## config.mk

```make
export PLATFORM = sky130hd
export DESIGN_NAME = spike_event_queue
export DESIGN_NICKNAME = d
export VERILOG_FILES = /design/src/rtl/neurosa_pkg.sv /design/src/rtl/sync_fwft_fifo.sv /design/src/rtl/spike_event_queue.sv
export SDC_FILE = /design/constraint.sdc
export NUM_CORES = 1
export LEC_CHECK = 0
export BUFFER_PORTS_ARGS = -buffer_cell sky130_fd_sc_hd__buf_2
export CAP_MARGIN = 10
export CORE_MARGIN = 2
export CORE_UTILIZATION = 45
export CTS_BUF_LIST = sky130_fd_sc_hd__clkbuf_4
export DETAILED_ROUTE_END_ITERATION = 16
export SETUP_SLACK_MARGIN = 0.4
export SLEW_MARGIN = 20
export SYNTH_ARGS = -nofsm -noshare
export SYNTH_HDL_FRONTEND = slang
export SYNTH_SLANG_ARGS = --single-unit
```

## constraint.sdc

```tcl
create_clock -name clk -period 7.1 [get_ports clk]
set_input_delay 1.42 -clock clk [delete_from_list [all_inputs] [get_ports clk]]
set_output_delay 1.42 -clock clk [all_outputs]
set_load 0.005 [all_outputs]
```

## src/rtl/neurosa_pkg.sv

```systemverilog
// Shared constants for the spike event path: default field widths, spike word
// field offsets and the step FSM encodings used by spike_event_queue.
package neurosa_pkg;

    localparam int TEN_DATA_WIDTH  = 2;
    localparam int NEURON_ID_WIDTH = 9;

    // Spike word layout at default widths: {value[10:9], id[8:0]}
    localparam int VAL_MSB = 10;
    localparam int VAL_LSB = 9;
    localparam int ID_MSB  = 8;

    localparam logic [1:0] Q_IDLE    = 2'd0;
    localparam logic [1:0] Q_COLLECT = 2'd1;
    localparam logic [1:0] Q_DRAIN   = 2'd2;

endpackage

```

## src/rtl/sync_fwft_fifo.sv

```systemverilog
// First-word-fall-through FIFO: registered storage, wrapping pointers and an
// occupancy count. The head word is read combinationally from mem[rd_ptr].
module sync_fwft_fifo #(
    parameter int DATA_WIDTH = 11,
    parameter int DEPTH      = 16,
    parameter int PTR_WIDTH  = 4
) (
    input  logic                  clk,
    input  logic                  reset,
    input  logic                  push,
    input  logic                  pop,
    input  logic [DATA_WIDTH-1:0] wr_data,
    output logic [DATA_WIDTH-1:0] rd_data,
    output logic [PTR_WIDTH:0]    count,
    output logic                  full,
    output logic                  empty
);

    logic [DATA_WIDTH-1:0] mem [DEPTH];
    logic [PTR_WIDTH-1:0]  wr_ptr;
    logic [PTR_WIDTH-1:0]  rd_ptr;
    logic                  do_push;
    logic                  do_pop;

    assign full  = (count == (PTR_WIDTH+1)'(DEPTH));
    assign empty = (count == '0);

    // A push into a full FIFO is only legal when the head leaves in the same cycle.
    assign do_push = push && (!full || pop);
    assign do_pop  = pop && !empty;

    // Gate the head with empty so the outputs read zero after reset.
    assign rd_data = empty ? '0 : mem[rd_ptr];

    always_ff @(posedge clk) begin
        if (do_push) begin
            mem[wr_ptr] <= wr_data;
        end
    end

    always_ff @(posedge clk) begin
        if (reset) begin
            wr_ptr <= '0;
            rd_ptr <= '0;
            count  <= '0;
        end else begin
            if (do_push) begin
                wr_ptr <= wr_ptr + PTR_WIDTH'(1);
            end
            if (do_pop) begin
                rd_ptr <= rd_ptr + PTR_WIDTH'(1);
            end
            case ({do_push, do_pop})
                2'b10:   count <= count + (PTR_WIDTH+1)'(1);
                2'b01:   count <= count - (PTR_WIDTH+1)'(1);
                default: count <= count;
            endcase
        end
    end

endmodule

```

## src/rtl/spike_event_queue.sv

```systemverilog
// Spike event queue: captures network spike words, filters zero spikes, buffers
// them in a FWFT FIFO and tracks step completion. Optional SPIKE_QUEUE_STATS_EN
// adds a per-value histogram of accepted pushes on output val_hist.
module spike_event_queue #(
    parameter int TEN_DATA_WIDTH  = 2,
    parameter int NEURON_ID_WIDTH = 9,
    parameter int FIFO_DEPTH      = 16,
    parameter int PTR_WIDTH       = 4,
    parameter int CNT_WIDTH       = 16
) (
    input  logic                                      clk,
    input  logic                                      reset,
    input  logic                                      top_en,
    input  logic                                      step_start,
    input  logic                                      step_end,
    input  logic                                      network_done,
    input  logic [TEN_DATA_WIDTH+NEURON_ID_WIDTH-1:0] spike_word,
    input  logic                                      drop_zero,
    output logic                                      evt_valid,
    input  logic                                      evt_ready,
    output logic [NEURON_ID_WIDTH-1:0]                evt_id,
    output logic [TEN_DATA_WIDTH-1:0]                 evt_val,
    output logic [PTR_WIDTH:0]                        fifo_count,
    output logic                                      overflow,
    output logic [CNT_WIDTH-1:0]                      drop_cnt,
    output logic                                      step_done,
    output logic [1:0]                                dbg_state
`ifdef SPIKE_QUEUE_STATS_EN
    ,
    output logic [4*CNT_WIDTH-1:0]                    val_hist
`endif
);

    import neurosa_pkg::*;

    localparam int WORD_W = TEN_DATA_WIDTH + NEURON_ID_WIDTH;
    localparam logic [CNT_WIDTH-1:0] CNT_MAX = '1;

    // Handshake: an event transfers on a clock edge where evt_valid and
    // evt_ready are both 1 and top_en is 1; evt_ready is ignored while
    // evt_valid is 0, and evt_valid/evt_id/evt_val hold until that transfer.

    logic [1:0]                state;
    logic [TEN_DATA_WIDTH-1:0] in_val;
    logic                      zero_spike;
    logic                      push_req;
    logic                      pop;
    logic                      push_ok;
    logic                      lost;
    logic                      step_go;
    logic                      drain_done;
    logic                      fifo_full;
    logic                      fifo_empty;
    logic [WORD_W-1:0]         head;

    assign dbg_state  = state;
    assign in_val     = spike_word[WORD_W-1 -: TEN_DATA_WIDTH];
    assign zero_spike = drop_zero && (in_val == '0);

    assign push_req   = top_en && (state == Q_COLLECT) && network_done && !zero_spike;
    assign pop        = top_en && evt_valid && evt_ready;
    assign push_ok    = push_req && (!fifo_full || pop);
    assign lost       = push_req && fifo_full && !pop;
    assign step_go    = top_en && (state == Q_IDLE) && step_start;
    assign drain_done = (state == Q_DRAIN) && (fifo_count == '0) && !push_ok;

    sync_fwft_fifo #(
        .DATA_WIDTH (WORD_W),
        .DEPTH      (FIFO_DEPTH),
        .PTR_WIDTH  (PTR_WIDTH)
    ) u_fifo (
        .clk     (clk),
        .reset   (reset),
        .push    (push_ok),
        .pop     (pop),
        .wr_data (spike_word),
        .rd_data (head),
        .count   (fifo_count),
        .full    (fifo_full),
        .empty   (fifo_empty)
    );

    assign evt_valid = !fifo_empty;
    assign evt_val   = head[WORD_W-1 -: TEN_DATA_WIDTH];
    assign evt_id    = head[NEURON_ID_WIDTH-1:0];

    always_ff @(posedge clk) begin
        if (reset) begin
            state     <= Q_IDLE;
            step_done <= 1'b0;
        end else if (top_en) begin
            step_done <= 1'b0;
            case (state)
                Q_IDLE: begin
                    if (step_start) begin
                        state <= Q_COLLECT;
                    end
                end
                Q_COLLECT: begin
                    if (step_end) begin
                        state <= Q_DRAIN;
                    end
                end
                Q_DRAIN: begin
                    if (drain_done) begin
                        state     <= Q_IDLE;
                        step_done <= 1'b1;
                    end
                end
                default: state <= Q_IDLE;
            endcase
        end
    end

    // Loss bookkeeping covers only full-FIFO losses; zero-spike filtering is silent.
    always_ff @(posedge clk) begin
        if (reset) begin
            overflow <= 1'b0;
            drop_cnt <= '0;
        end else if (step_go) begin
            overflow <= 1'b0;
            drop_cnt <= '0;
        end else if (lost) begin
            overflow <= 1'b1;
            if (drop_cnt != CNT_MAX) begin
                drop_cnt <= drop_cnt + CNT_WIDTH'(1);
            end
        end
    end

`ifdef SPIKE_QUEUE_STATS_EN
    logic [CNT_WIDTH-1:0] hist [4];

    always_ff @(posedge clk) begin
        if (reset || step_go) begin
            for (int k = 0; k < 4; k++) begin
                hist[k] <= '0;
            end
        end else if (push_ok) begin
            for (int k = 0; k < 4; k++) begin
                if (in_val == TEN_DATA_WIDTH'(k) && hist[k] != CNT_MAX) begin
                    hist[k] <= hist[k] + CNT_WIDTH'(1);
                end
            end
        end
    end

    assign val_hist = {hist[3], hist[2], hist[1], hist[0]};
`endif

endmodule

```

After elaboration in Yosys (flattened, before gate mapping)

Memories as Yosys holds them, arrays and structs flattened. A register that Yosys moved wholly into a read port is not among the register bits.
Index checks and enable logic that the tools add are counted.

Register bits: 33
Memory bits (writable): 176
Bits of input ports: 19
Output and inout bits: 37
Word-level logic and storage cells: 62
Memories: 1

Memory list:

| name       | depth | width | read ports | clocked after Yosys merged registers in | write ports | line                 | RTL |
|---|---|---|---|---|---|---|---|
| u_fifo.mem | 16    | 11    | 1          | 1                                       | 1           | sync_fwft_fifo.sv:19 | `logic [DATA_WIDTH-1:0] mem [DEPTH];` |

Add/subtract/negate cells: 5
Equality and inequality tests: 9
Muxes and demuxes: 12
Reduce and logical (&&, ||, !) cells: 28

Operators by type and width:

| operator                                                              | count |
|---|---|
| 16-bit by 1-bit adder with 16-bit output, second input constant       | 1 |
| 16-bit inequality test, second input constant                         | 1 |
| 1-bit logical AND                                                     | 15 |
| 11-bit 2-to-1 mux                                                     | 1 |
| 5-bit case mux with 2 select lines                                    | 1 |
| 4-bit by 1-bit adder with 4-bit output, second input constant         | 2 |
| 4-bit 2-to-1 mux                                                      | 2 |
| 2-bit 2-to-1 mux                                                      | 3 |
| 2-bit inequality test, second input constant                          | 3 |
| 2-bit case mux with 3 select lines                                    | 1 |
| 5-bit by 1-bit adder with 5-bit output, second input constant         | 1 |
| 5-bit equality test, second input constant                            | 1 |
| 1-bit zero test                                                       | 5 |
| 5-bit zero test                                                       | 1 |
| 5-bit by 1-bit subtractor with 5-bit output, second input constant    | 1 |
| 2-bit by 1-bit equality test with 1-bit output, second input constant | 2 |
| 2-bit equality test, second input constant                            | 2 |
| 2-bit zero test                                                       | 2 |
| 1-bit 2-to-1 mux                                                      | 4 |
| 4-bit AND reduction                                                   | 1 |
| 2-bit AND reduction                                                   | 1 |
| 2-bit nonzero test                                                    | 1 |
| 2-bit OR reduction                                                    | 1 |
| 1-bit logical OR                                                      | 1 |

Logic depth before layout (Yosys ltp)

Depth in word-level cells: 10
Mapped depth: 14
Mapped depth without buffers: 12

Modules after synthesis

Synthesis repeated with hierarchy kept, for this count alone.

Cell total of the unflattened synthesis: 536
Area total of the unflattened synthesis: 8934.8 um^2

By module, submodules not included:

| module            | times used | cells an instance | area each (um^2) | sequential area each (um^2) |
|---|---|---|---|---|
| sync_fwft_fifo    | 1          | 413               | 7900.1           | 5625.4 |
| spike_event_queue | 1          | 123               | 1034.7           | 400.4 |

Worst setup path after synthesis

OpenSTA, ideal clock, no wires.

Kind: input to register
Start point: in spike_word[10]
End point: reg u_fifo.count[4]
Library setup time: 0.121 ns
Arrival: 3.781 ns
Required time: 6.979 ns
Slack: 3.198 ns
Stages: 12
Path buffers: 1
Cells stage by stage: or3b_2 > and4_1 > and2_1 > clkbuf_1 > inv_1 > ha_1 > xor2_1 > ha_1 > a21oi_1 > a221oi_1 > a21oi_1 > mux2_2

Cells in the longest elaborated chain, start to end: 8
Elaborated cells on any way between the ends: 10
Those cells by class: eq/ne: 2; mux: 1; reduce/logical: 7

RTL lines:

| what                                                                                         | line                    | RTL |
|---|---|---|
| start, declared                                                                              | spike_event_queue.sv:17 | `input logic [TEN_DATA_WIDTH+NEURON_ID_WIDTH-1:0] spike_word,` |
| 2-bit zero test (*)                                                                          | spike_event_queue.sv:58 | `assign zero_spike = drop_zero && (in_val == '0);` |
| 1-bit logical AND (*)                                                                        | spike_event_queue.sv:58 |  |
| 1-bit zero test (*)                                                                          | spike_event_queue.sv:60 | `assign push_req = top_en && (state == Q_COLLECT) && network_done && !zero_spike;` |
| 1-bit logical AND (*)                                                                        | spike_event_queue.sv:60 |  |
| 1-bit logical AND (*)                                                                        | spike_event_queue.sv:62 | `assign push_ok = push_req && (!fifo_full \|\| pop);` |
| 1-bit logical AND (*)                                                                        | sync_fwft_fifo.sv:29    | `assign do_push = push && (!full \|\| pop);` |
| 2-bit by 1-bit equality test with 1-bit output / 2-bit equality test (equally long branches) | sync_fwft_fifo.sv:53    | `case ({do_push, do_pop})` |
| 5-bit case mux with 2 select lines / 2-bit nonzero test (equally long branches)              | --                      |  |
| end signal, assigned                                                                         | sync_fwft_fifo.sv:54    | `2'b10: count <= count + (PTR_WIDTH+1)'(1);` |
| end signal, assigned                                                                         | sync_fwft_fifo.sv:55    | `2'b01: count <= count - (PTR_WIDTH+1)'(1);` |
| end signal, assigned                                                                         | sync_fwft_fifo.sv:56    | `default: count <= count;` |
| end, declared                                                                                | sync_fwft_fifo.sv:14    | `output logic [PTR_WIDTH:0] count,` |

Mark *: on every way between the ends. The rest lies on a longest branch, timed or not.
A chain may end at the register's enable or synchronous reset.

==> flow_summary_export.csv <==
group,metric,value,unit
cts,cts_buffers,55,
detailed_routing,wl_met1,7.644,mm
logic_synthesis,syn_area,8615,sq um
setup_path,r2r-start,"u_fifo.count[1]$_SDFFE_PP0P_",
cells_and_area,nets,645,
setup_path,crit_type,"reg -> out",
setup_path,rrSetupSlack,4.19,ns
die,initial_core_util,45.90,%
detailed_routing,route.detailed.wl_per_inst,20.40,um
sta,timing.fmax,234.0,MHz
logic_synthesis,synthFlopType,"edfxtp_1",
sta,clock_skew,0.06010,ns
cts,post-cts-setup-buffers,0,
hold_path,hold_class,"reg -> reg",
sta,rsz0062_at_grt,"no",
die,design.die.area,20270,sq um
sta,finalCritPeriodShare,60.20,%
grt,grt_pass1_vias,5276,
grt,grt_pass1_wl,28.37,mm
cts,cts_sinks,213,
logic_synthesis,synthArstFlopShare,0,%
sta,post-route-min-period,4.274,ns
grt,overflow,0,
setup_path,critPathBufInv,2,
sta,report.final.hold_viol_count,0,
cts,cts_buffer_depth,3,
logic_synthesis,synth_nets,544,
cells_and_area,layout-drive-gt1-share,31.87,%
detailed_routing,vias_per_cell,5.630,
logic_synthesis,ys_types,45,
power_and_ir_drop,clkPwrFrac,42.6,%
detailed_routing,drt-initial-drc-count,302,
cts,cts-resized-gates,0,
sta,setup_tns,0,ns
power_and_ir_drop,sw_frac_of_total,21.13,%
hold_path,hold_depth,2,
detailed_routing,drc,0,
hold_path,min_to,"overflow$_SDFFE_PP0P_",
power_and_ir_drop,pwr_density_cell,248.1,nW/um^2
detailed_routing,routed-via-count,5028,
place,gp_congestion,0.8635,
setup_path,worstPathCellList,"buf_4, mux4_2, mux2i_1, o22ai_1, buf_2",
detailed_routing,highest_layer,"met4",
setup_path,cp.arrival,2.85,ns
cts,clk_latency,0.69,ns
detailed_routing,detail-route-antenna-nets,0,
cells_and_area,syn2layout_area_growth,15.27,%
detailed_routing,met2WireLength,9.065,mm
detailed_routing,dr.pass1.iters,5,
setup_path,reg2reg_depth,11,
grt,grt_max_degree,45,
die,rows,50,
logic_synthesis,synth_edf_count,176,
detailed_routing,met3WireLength,1.228,mm
cells_and_area,diodes,0,
cells_and_area,fillCellCount,1533,
die,coreArea,18770,sq um
setup_path,cp_top_family,"buffers and inverters",
sta,setup_viol,0,
hold_path,min_from,"overflow$_SDFFE_PP0P_",
die,boundaryPins,56,
sta,slew_headroom,25.88,%
setup_path,cp-end-kind,"output port",
logic_synthesis,yosysWarnings,0,
logic_synthesis,synth.area.top_cells,"edfxtp_1 61%, mux4_2 12%, dfxtp_1 8.6%",
logic_synthesis,synthCells,515,
power_and_ir_drop,cellLeakagePower,3.321,nW
die,die_h,142.4,um
flow_run,max_cap_viol_count,0,
logic_synthesis,ys_ff_latch,213,
setup_path,worstPathMaxFanout,44,
cts,cts_tree,"yes",
status,status,"complete, no violations",
setup_path,crit_slowest_cell,"buf_4",
cts,postCtsHoldBufs,0,
setup_path,required,5.68,ns
die,die_w,142.4,um
power_and_ir_drop,seqPwrFrac,55.0,%
logic_synthesis,synth_area_leader_cell,"edfxtp_1",
logic_synthesis,ys_seq_area_share,69.95,%
power_and_ir_drop,ir_worst_vdd,0.1174,mV
detailed_routing,wirelength,18.22,mm
logic_synthesis,syn-mean-instance-area,16.73,sq um
cts,clkTransAtPathRegs,0.06,ns
logic_synthesis,yosysTopAreaCellShare,61.35,%
power_and_ir_drop,total_power,2.464,mW
sta,tightest_slew,1.108,ns
power_and_ir_drop,combPwrFrac,2.4,%
setup_path,worst_r2r_endpoint,"u_fifo.count[4]$_SDFFE_PP0P_",
place,hpwl,10.89,mm
grt,grt_usage,18.74,%
cts,h-tree-depth,2,
grt,antenna_found_initial,0,
setup_path,cp-start-kind,"flop",
power_and_ir_drop,switching_power,0.5206,mW
cells_and_area,final_core_util,52.91,%
sta,slew_viol_final,0,
setup_path,max_stage_delay,0.71,ns
place,io_buffers,55,
power_and_ir_drop,p_int,1.943,mW
cts,cts-root-buf,"clkbuf_4",
-- synth_stat cells (3+ instances only) --
master / count
a21oi_1: 24
and2_1: 3
buf_1: 4
buf_2: 6
clkbuf_1: 13
dfxtp_1: 37
edfxtp_1: 176
ha_1: 10
inv_1: 6
mux2i_1: 24
mux4_2: 44
nand2_1: 23
nand2b_1: 5
nand3_1: 7
nand4_1: 7
nor2_1: 38
nor2b_1: 3
nor3_1: 8
nor4_1: 4
o21ai_0: 9
o22ai_1: 12
o31ai_1: 5
or3_1: 8
or4_1: 5
xnor2_1: 4
xor2_1: 6
-- logic make-up (layout without fill, tap and decap cells) --
family          count (synthesis)  in the layout  share of synthesized area (%)
flops                         213            213                          69.95
compound gates                 61             61                          4.299
xor+xnor                       10             10                          1.017
fa+ha+maj                      10             10                          1.452
simple gates                  121            121                          7.291
buf+inv                        31            175                          1.569
mux                            69             69                          14.42
-- state kept, by name, indices dropped and copies added, names as in the netlist, named ones only --
register and flops:
overflow 1, drop_cnt 16, u_fifo.wr_ptr 4, u_fifo.rd_ptr 4
u_fifo.count 5, u_fifo.mem 176, step_done 1, dbg_state 2
-- layout make-up --
type,instances,area [sq um],share of cell area [%]
Sequential cell,213,6028,60.71
Tap cell,234,292.8,2.949
Timing Repair Buffer,69,380.4,3.831
Clock inverter,24,150.1,1.512
Multi-Input combinational cell,271,2485,25.03
Inverter,6,22.52,0.2268
Clock buffer,76,570.5,5.746
-- stage by stage --
step | std cells | instance area (sq um) | worst slack [ns] | hold WS, ns
detailed placement | 793 | 9204 | 2.817 | 0.4692
global route | 893 | 9930 | 2.610 | 0.5199
CTS | 893 | 9925 | 2.695 | 0.4845
finish | 893 | 9930 | 2.826 | 0.4821
floorplan | 515 | 8615 | 3.198 | 0.4634
global placement | 793 | 9204 | 2.922 | 0.4723
-- how the worst max path moves through the flow --
stage	from	end	slack, ns	cells after the start
floorplan	spike_word[10]	u_fifo.count[4]$_SDFFE_PP0P_	3.20	12
global placement	spike_word[10]	u_fifo.count[4]$_SDFFE_PP0P_	2.92	12
detailed placement	spike_word[10]	u_fifo.count[4]$_SDFFE_PP0P_	2.82	12
CTS	flop	evt_id[3]	2.70	5
global route	flop	evt_id[3]	2.61	5
finish	flop	evt_id[3]	2.83	5
-- tightest hold or removal path, cell delays in order (launching register included) --
cell	delay, ns
dfxtp_1	0.33
nor2_1	0.05
nor2_1	0.07
-- layer usage --
layer,vias up,GRT usage (%)
met1,2522,23.47
met3,23,5.047
met2,190,31.58
met4,0,6.670
met5,-,0
li1,2293,-
-- power by group through the flow --
stage | clock network [mW] | logic [mW] | registers [mW]
after floorplan | 0 | 0.0301 | 1.38
after global placement | 0 | 0.0574 | 1.38
after detailed placement | 0 | 0.0601 | 1.38
after CTS | 1.08 | 0.0601 | 1.36
after global routing | 1.15 | 0.0660 | 1.35
final | 1.05 | 0.0589 | 1.36
-- cells in the final DEF, fill, tap and decap left out, types with 4 or more instances in the layout --
cell,n
edfxtp_1,176
clkbuf_4,76
buf_2,55
mux4_2,44
nor2_1,36
dfxtp_1,35
a21oi_1,24
mux2i_1,24
nand2_1,23
clkinv_1,18
buf_4,14
o22ai_1,12
ha_1,10
o21ai_0,9
or3_1,8
nand3_1,7
nand4_1,7
inv_1,6
xor2_1,6
nand2b_1,5
o31ai_1,5
or4_1,5
nor4_1,4
nor3_1,4
xnor2_1,4
No activity file was read; power rests on OpenSTA's default activity.
